$ cat src/rtl/deco_sched.sv
// Round-robin scheduler sharing one Deco turbo-decoder among NREQ frame sources:
// grants a frame, streams it as WORD_W beats under start, then returns the tagged result.
module deco_sched #(
  parameter int NREQ    = 4,
  parameter int FRAME_W = 84,
  parameter int WORD_W  = 21,
  parameter int OUT_W   = 5,
  parameter int IDW     = 2,
  parameter int TMO_CYC = 1024
) (
  input  logic                    clk_p_i,
  input  logic                    reset_n_i,
  input  logic [NREQ-1:0]         req_valid_i,
  input  logic [NREQ*FRAME_W-1:0] req_frame_i,
  output logic [NREQ-1:0]         req_ready_o,
  output logic                    rsp_valid_o,
  input  logic                    rsp_ready_i,
  output logic [OUT_W-1:0]        rsp_data_o,
  output logic [IDW-1:0]          rsp_id_o,
  output logic                    rsp_err_o,
  output logic                    deco_start_o,
  output logic [WORD_W-1:0]       deco_data_o,
  input  logic [OUT_W-1:0]        deco_data_i,
  input  logic                    deco_done_i,
  output logic                    busy_o
);

  localparam int BEATS = FRAME_W / WORD_W;
  localparam int BW    = $clog2(BEATS + 1);
  localparam int TW    = (TMO_CYC > 1) ? $clog2(TMO_CYC) : 1;
  localparam logic [BW-1:0]  LAST_BEAT = BW'(BEATS);
  localparam logic [BW-1:0]  LAST_WORD = BW'(BEATS - 1);
  localparam logic [TW-1:0]  TMO_LAST  = TW'(TMO_CYC - 1);
  localparam logic [IDW-1:0] LAST_ID   = IDW'(NREQ - 1);

  typedef enum logic [2:0] {
    IDLE  = 3'd0,
    GRANT = 3'd1,
    LOAD  = 3'd2,
    WAIT  = 3'd3,
    RESP  = 3'd4
  } state_t;

  state_t             state_r;
  state_t             state_nxt_s;
  logic [IDW-1:0]     ptr_r;
  logic [IDW-1:0]     id_r;
  logic [FRAME_W-1:0] frame_r;
  logic [BW-1:0]      beat_r;
  logic [TW-1:0]      tmo_r;
  logic               start_r;
  logic [WORD_W-1:0]  data_r;
  logic               rsp_valid_r;
  logic [OUT_W-1:0]   rsp_data_r;
  logic [IDW-1:0]     rsp_id_r;
  logic               rsp_err_r;
  logic               busy_r;

  logic               gnt_hit_s;
  logic [IDW-1:0]     gnt_id_s;
  logic [IDW-1:0]     scan_idx_s;
  logic [FRAME_W-1:0] gnt_frame_s;
  logic [BW-1:0]      word_idx_s;
  logic [WORD_W-1:0]  next_word_s;

  // Round-robin pick: scan downward so the candidate closest to the pointer wins.
  always_comb begin
    gnt_hit_s  = 1'b0;
    gnt_id_s   = ptr_r;
    scan_idx_s = ptr_r;
    for (int i = NREQ - 1; i >= 0; i--) begin
      scan_idx_s = IDW'((int'(ptr_r) + i) % NREQ);
      gnt_id_s   = req_valid_i[scan_idx_s] ? scan_idx_s : gnt_id_s;
      gnt_hit_s  = gnt_hit_s | req_valid_i[scan_idx_s];
    end
  end

  // Frame mux for the winning requester.
  always_comb begin
    gnt_frame_s = {FRAME_W{1'b0}};
    for (int k = 0; k < NREQ; k++) begin
      gnt_frame_s = (gnt_id_s == IDW'(k)) ? req_frame_i[k*FRAME_W +: FRAME_W] : gnt_frame_s;
    end
  end

  // Next beat word; the final extra beat repeats the last word.
  always_comb begin
    word_idx_s  = (beat_r >= LAST_WORD) ? LAST_WORD : beat_r + 1'b1;
    next_word_s = {WORD_W{1'b0}};
    for (int j = 0; j < BEATS; j++) begin
      next_word_s = (word_idx_s == BW'(j)) ? frame_r[j*WORD_W +: WORD_W] : next_word_s;
    end
  end

  // Accept pulse must follow the live valid so a withdrawn request is never taken.
  always_comb begin
    req_ready_o = {NREQ{1'b0}};
    if (state_r == GRANT && gnt_hit_s) begin
      req_ready_o[gnt_id_s] = 1'b1;
    end else begin
      req_ready_o = {NREQ{1'b0}};
    end
  end

  // Next-state logic.
  always_comb begin
    state_nxt_s = state_r;
    case (state_r)
      IDLE: begin
        if (|req_valid_i) state_nxt_s = GRANT;
        else              state_nxt_s = IDLE;
      end
      GRANT: begin
        if (gnt_hit_s) state_nxt_s = LOAD;
        else           state_nxt_s = IDLE;
      end
      LOAD: begin
        if (beat_r == LAST_BEAT) state_nxt_s = WAIT;
        else                     state_nxt_s = LOAD;
      end
      WAIT: begin
        if (deco_done_i || tmo_r == TMO_LAST) state_nxt_s = RESP;
        else                                   state_nxt_s = WAIT;
      end
      RESP: begin
        if (rsp_ready_i) state_nxt_s = IDLE;
        else             state_nxt_s = RESP;
      end
      default: state_nxt_s = IDLE;
    endcase
  end

  // State register.
  always_ff @(posedge clk_p_i or negedge reset_n_i) begin
    if (!reset_n_i) state_r <= IDLE;
    else            state_r <= state_nxt_s;
  end

  // Datapath, pointer and registered outputs.
  always_ff @(posedge clk_p_i or negedge reset_n_i) begin
    if (!reset_n_i) begin
      ptr_r       <= {IDW{1'b0}};
      id_r        <= {IDW{1'b0}};
      frame_r     <= {FRAME_W{1'b0}};
      beat_r      <= {BW{1'b0}};
      tmo_r       <= {TW{1'b0}};
      start_r     <= 1'b0;
      data_r      <= {WORD_W{1'b0}};
      rsp_valid_r <= 1'b0;
      rsp_data_r  <= {OUT_W{1'b0}};
      rsp_id_r    <= {IDW{1'b0}};
      rsp_err_r   <= 1'b0;
      busy_r      <= 1'b0;
    end else begin
      busy_r <= (state_nxt_s != IDLE);
      case (state_r)
        GRANT: begin
          if (gnt_hit_s) begin
            frame_r <= gnt_frame_s;
            id_r    <= gnt_id_s;
            ptr_r   <= (gnt_id_s == LAST_ID) ? {IDW{1'b0}} : gnt_id_s + 1'b1;
            start_r <= 1'b1;
            data_r  <= gnt_frame_s[WORD_W-1:0];
            beat_r  <= {BW{1'b0}};
          end
        end
        LOAD: begin
          beat_r <= beat_r + 1'b1;
          if (beat_r == LAST_BEAT) begin
            start_r <= 1'b0;
            tmo_r   <= {TW{1'b0}};
          end else begin
            data_r <= next_word_s;
          end
        end
        WAIT: begin
          if (deco_done_i) begin
            rsp_valid_r <= 1'b1;
            rsp_data_r  <= deco_data_i;
            rsp_id_r    <= id_r;
            rsp_err_r   <= 1'b0;
          end else if (tmo_r == TMO_LAST) begin
            rsp_valid_r <= 1'b1;
            rsp_data_r  <= {OUT_W{1'b0}};
            rsp_id_r    <= id_r;
            rsp_err_r   <= 1'b1;
          end else begin
            tmo_r <= tmo_r + 1'b1;
          end
        end
        RESP: begin
          if (rsp_ready_i) rsp_valid_r <= 1'b0;
        end
        default: begin
        end
      endcase
    end
  end

  assign rsp_valid_o  = rsp_valid_r;
  assign rsp_data_o   = rsp_data_r;
  assign rsp_id_o     = rsp_id_r;
  assign rsp_err_o    = rsp_err_r;
  assign deco_start_o = start_r;
  assign deco_data_o  = data_r;
  assign busy_o       = busy_r;

endmodule
$ cat config.mk
export PLATFORM = sky130hd
export DESIGN_NAME = deco_sched
export DESIGN_NICKNAME = d
export VERILOG_FILES = /design/src/rtl/deco_sched.sv
export SDC_FILE = /design/constraint.sdc
export NUM_CORES = 1
export LEC_CHECK = 0
export CORE_ASPECT_RATIO = 1.4
export CORE_MARGIN = 3
export CORE_UTILIZATION = 44
export DETAILED_ROUTE_END_ITERATION = 8
export GPL_TIMING_DRIVEN = 0
export PLACE_DENSITY = 0.82
export SYNTH_ARGS = -nofsm -noshare
export SYNTH_HDL_FRONTEND = slang
export SYNTH_SLANG_ARGS = --single-unit
$ cat constraint.sdc
create_clock -name clk_p_i -period 3.06 [get_ports clk_p_i]
set_input_delay 0.306 -clock clk_p_i [delete_from_list [all_inputs] [get_ports clk_p_i]]
set_output_delay 0.306 -clock clk_p_i [all_outputs]
set_load 0.005 [all_outputs]
Word-level counts from Yosys, hierarchy flattened. Index checks and enable logic that the tools add are counted.

Bits in registers: 136. Input bits: 349. Output and inout port bits: 36.

Add/sub/neg operators: 6. $lt $le $gt $ge: 7. Equal/unequal tests: 19. Muxes and demuxes: 52. Bitwise gates (word level): 3. Reduce and logical (&&, ||, !) cells: 19.

Operators by type and width (count): $mux W84 (4); $mux W21 (6); $pmux W21 S2 (1); $mux W10 (3); $pmux W10 S2 (1); $mux W2 (8); $lt A2 B3 Y1 const B (5); $pmux W3 S5 (1); $mux W1 (13); $eq A3 B2 Y1 const B (4); $mux W3 (4); $ne A2 B2 Y1 const B (6); $add A10 B1 Y10 const B (1); $eq A10 B10 Y1 const B (1); $mux W5 (2); $reduce_and A3 Y1 (3); $bmux W1 S2 (4); $reduce_bool A2 Y1 (4); $eq A3 B1 Y1 const B (2); $eq A3 B3 Y1 const B (2); $logic_not A3 Y1 (2); $pmux W3 S2 (1); $reduce_and A2 Y1 (3); $add A2 B1 Y2 const B (2); 17 further kinds (23).

Logic depth before layout (Yosys ltp).
Depth in word-level cells: 14. Depth in mapped cells: 12.

Worst setup path after synthesis. Ideal clock, no wire load.

Kind: reg-to-output. From: reg ptr_r[0]. To: out req_ready_o[2]. Arrival time: 2150 ps. Required time: 2754 ps. Setup slack: 604 ps. Stages on the path, launching flop included: 10. Path buffers: 3. Cell sequence: dfrtp_1 > nor2b_1 > a2bb2oi_1 > o211a_1 > inv_1 > ha_1 > clkbuf_1 > clkbuf_1 > buf_1 > and2_1.

Word-level cells in the longest chain between the ends: 12. Elaborated cells on any way between the ends: 25.

RTL lines: from (decl) (RTL line 46) `logic [IDW-1:0] ptr_r;`; from (signal assigned) (RTL line 142) `ptr_r <= {IDW{1'b0}};`; from (signal assigned) (RTL line 161) `ptr_r <= (gnt_id_s == LAST_ID) ? {IDW{1'b0}} : gnt_id_s + 1'b1;`; $add A2 B2 Y2 (RTL line 72) `scan_idx_s = IDW'((int'(ptr_r) + i) % NREQ);`; $bmux W1 S2 (RTL line 73) `gnt_id_s = req_valid_i[scan_idx_s] ? scan_idx_s : gnt_id_s;`; $mux W1 (implied by the code) (RTL line 73); $mux W2 (3 in a row) (RTL line 73); $mux W2 (*) (RTL line 73); net gnt_id_s[0] (RTL line 60) `logic [IDW-1:0] gnt_id_s;`; $lt A2 B3 Y1 (implied by the code) or $ge A2 B1 Y1 (tied branches) (RTL line 99) `req_ready_o[gnt_id_s] = 1'b1;`; $logic_and A1 B1 Y1 (implied by the code) (RTL line 99); $mux W1 (implied by the code) (RTL line 99); $demux W1 S2 (*) (RTL line 99); $mux W4 (*) (RTL line 98) `if (state_r == GRANT && gnt_hit_s) begin`; to (decl) (RTL line 15) `output logic [NREQ-1:0] req_ready_o,`.

Mark *: on every way through the listed nets, which the timed path passes. The rest lies on a longest branch. The select of a mux whose other input is x is not followed.

Worst setup path in the final report. Same ends and word-level chain as after synthesis.

==> flow_metrics.env <==
export IMPL_start_util=0.449
export IMPL_p_per_area_nw_per_um2=994
export IMPL_drtAntennaViolNets=0
export IMPL_layout_cells_non_filler=1877
export IMPL_synth_seq_area_share=0.369
export IMPL_cp_arrival_ns=2.75
export IMPL_fillers=1645
export IMPL_root_buffer="clkbuf_16"
export IMPL_wl_per_cell_um=21.0
export IMPL_syn_mean_instance_area_um2=7.70
export IMPL_synth_most_common_cell="nand2_1"
export IMPL_vias=11029
export IMPL_post_synth_top_area_cell="dfrtp_1"
export IMPL_fp_dieW_um=128
export IMPL_synthCells=1199
export IMPL_antenna_cells=0
export IMPL_dp_hpwl_um=31500
export IMPL_synth_seq_cells=136
export IMPL_grt_use_met3=0.0554
export IMPL_port_buffers=384
export IMPL_clk_pin_slew_worst_paths_ns=0.07
export IMPL_gp_congestion=0.924
export IMPL_critical_path_class="reg -> out"
export IMPL_violations="negative setup slack"
export IMPL_synthArstFlopShare=1.00
export IMPL_hold_viol_final=0
export IMPL_vias_per_cell=5.88
export IMPL_worstPathRequired_ns=2.75
export IMPL_core_area_um2=20600
export IMPL_worstMarginPinSlew_ns=0.764
export IMPL_rrSetupSlack_ns=0.14
export IMPL_cts_tree="yes"
export IMPL_die_h_um=177
export IMPL_leakagePower_nw=5.57
export IMPL_drt_pass1_iterations=6
export IMPL_grt_pass1_vias=10796
export IMPL_synth_warnings=0
export IMPL_status="complete, but fails checks"
export IMPL_grt_util_met2=0.594
export IMPL_vdd_drop_max_v=0.000739
export IMPL_clock_path_buffers=2
export IMPL_ios=385
export IMPL_nets=1966
export IMPL_syn2layout_area_growth_pct=55.4
export IMPL_max_cap_violations=0
export IMPL_drv_slew=0
export IMPL_synth_edf_count=0
export IMPL_drc_errors=0
export IMPL_finalClockSkew_ns=0.0103
export IMPL_antenna_found_initial=0
export IMPL_start_kind="register"
export IMPL_busiest_layer="met2"
export IMPL_synthFlopType="dfrtp_1"
export IMPL_grt_ovfl_total=0
export IMPL_end_kind="output port"
export IMPL_cts_htree_levels=4
export IMPL_setup_viol=1
export IMPL_synth_nets=1556
export IMPL_worstHoldPathType="in -> async"
export IMPL_synth_commonest_cells="227 x nand2_1, 156 x a21oi_1, 136 x dfrtp_1"
export IMPL_fin_crit_sh=1.00
export IMPL_drive_gt1_frac=0.0549
export IMPL_grt_total_usage=0.333
export IMPL_multi_input_area_um2=5420
export IMPL_period_needed_ns=3.06
export IMPL_cts_buffers=17
export IMPL_setup_tns_ns=-0.000709
export IMPL_dp_cells=1840
export IMPL_synthesis_area_um2=9230
export IMPL_relSlewSlack=0.491
export IMPL_cts_sinks=136
export IMPL_totalWireLength_um=39300
export IMPL_insertion_delay_ns=0.43
export IMPL_worstPathMaxFanout=10
export IMPL_dp_slack_ns=-1.49
export IMPL_ys_types=59
export IMPL_regArea_um2=3400
export IMPL_drt_iter0_drc=1016
export IMPL_setup_slack_ns=-0.000709
export IMPL_synth_top_area_share=0.369
export IMPL_grt_start_max_net_pins=81
export IMPL_synthTopCellsByArea="dfrtp_1 37%, nand2_1 9.2%, a21oi_1 8.5%"
export IMPL_die_area_um2=22800
export IMPL_fp_row_count=62
export IMPL_clock_fmax_mhz=327
export IMPL_grt_pass1_wl_um=58200
export IMPL_gr_usage_met1=0.370
==> where the power goes <==
part	internal [W]	switching, W	leakage [nW]
Sequential	0.00273	0.000803	1.61
Clock	0.00157	0.000800	0.325
Combinational	0.00337	0.00499	3.64
Total	0.00767	0.00659	5.57
==> placed cells by master (no fill, tap or decap), types with 4 or more instances in the layout <==
master and n:
a21oi_1 156, a221oi_1 10, a22o_1 6, a31oi_1 12, and2_1 4, buf_1 5
buf_2 11, buf_4 10, bufinv_16 6, clkbuf_1 74, clkbuf_16 19, clkbuf_2 9
clkdlybuf4s50_1 379, dfrtp_1 136, ha_1 4, ha_4 4, inv_1 11, mux2i_1 27
nand2_1 227, nand2b_1 83, nand3_1 19, nor2_1 71, nor3_1 12, nor3b_1 11
o2111ai_1 22, o211ai_1 85, o21ai_0 81, o21bai_1 11, o22a_1 10, o311ai_1 10
o31ai_1 22
==> layout make-up <==
| type | count | share of cell area |
|---|---|---|
| clock inverter | 12 | 0.0155 |
| clock buffer | 19 | 0.0316 |
| multi-input combinational | 940 | 0.378 |
| timing repair buffer | 396 | 0.276 |
| buffer | 106 | 0.0356 |
| inverter | 12 | 0.00314 |
| sequential | 136 | 0.237 |
| tap | 256 | 0.0223 |
==> kinds of logic (layout without fill, tap and decap cells) <==
family          after synthesis  after routing  synth area share
compound gates              446            446             0.306
fa+ha+maj                     8              8            0.0108
buf+inv                     123            545            0.0523
flops                       136            136             0.369
mux                          30             30            0.0329
simple gates                456            456             0.229
==> repair_timing <==
item                       CTS  global route
gates cloned                 0             0
hold endpoints to repair    56             0
pin swaps                    2             1
setup endpoints to repair  109            44
resized for setup           38            23
hold buffers                 1             0
buffers inserted             3             7
==> path summary, 6_finish.rpt <==
kind | startpoint | end | depth (start not counted)
min reg2reg | frame_r[12] | frame_r[12] | 2
max in group asynchronous | reset_n_i | frame_r[47] | 3
min | reset_n_i | tmo_r[2] | 2
max | ptr_r[0] | req_ready_o[2] | 9
max reg2reg | ptr_r[1] | frame_r[59] | 11
min in group clk_p_i | deco_data_i[3] | rsp_data_o[3] | 2
==> metrics by stage <==
step	hold WS [ns]	instance area [um2]	utilization	power (W)
after floorplan	0.0104	9230	-	0.00836
after global placement	0.461	13400	0.651	0.0113
after global routing	0.451	14300	0.698	0.0152
after detailed placement	0.302	13400	0.653	0.0115
after CTS	0.418	14300	0.693	0.0140
final	0.397	14300	0.698	0.0143
==> sequential cells by signal, summed over array words and instances (netlist names) <==
| signal | count |
|---|---|
| frame_r | 84 |
| rsp_id_o | 2 |
| rsp_data_o | 5 |
| beat_r | 3 |
| busy_o | 1 |
| tmo_r | 10 |
| ptr_r | 2 |
| deco_start_o | 1 |
| rsp_valid_o | 1 |
| id_r | 2 |
| rsp_err_o | 1 |
| deco_data_o | 21 |
| state_r | 3 |
==> per-layer routing <==
metal | up-vias | wire length, um
met4 | 0 | 2220
met1 | 5131 | 14200
li1 | 5131 | -
met2 | 629 | 20100
met3 | 138 | 2760
met5 | - | 0
==> critical path, cell delays in order, from the launching register on <==
cell and delay, ns:
dfrtp_1 0.41, nor2b_2 0.17, a2bb2oi_1 0.14, o211a_1 0.30, inv_2 0.16, ha_4 0.17
clkbuf_16 0.16, buf_6 0.14, and2_1 0.15, clkdlybuf4s50_1 0.51
No activity file was read; power rests on OpenSTA's default activity.
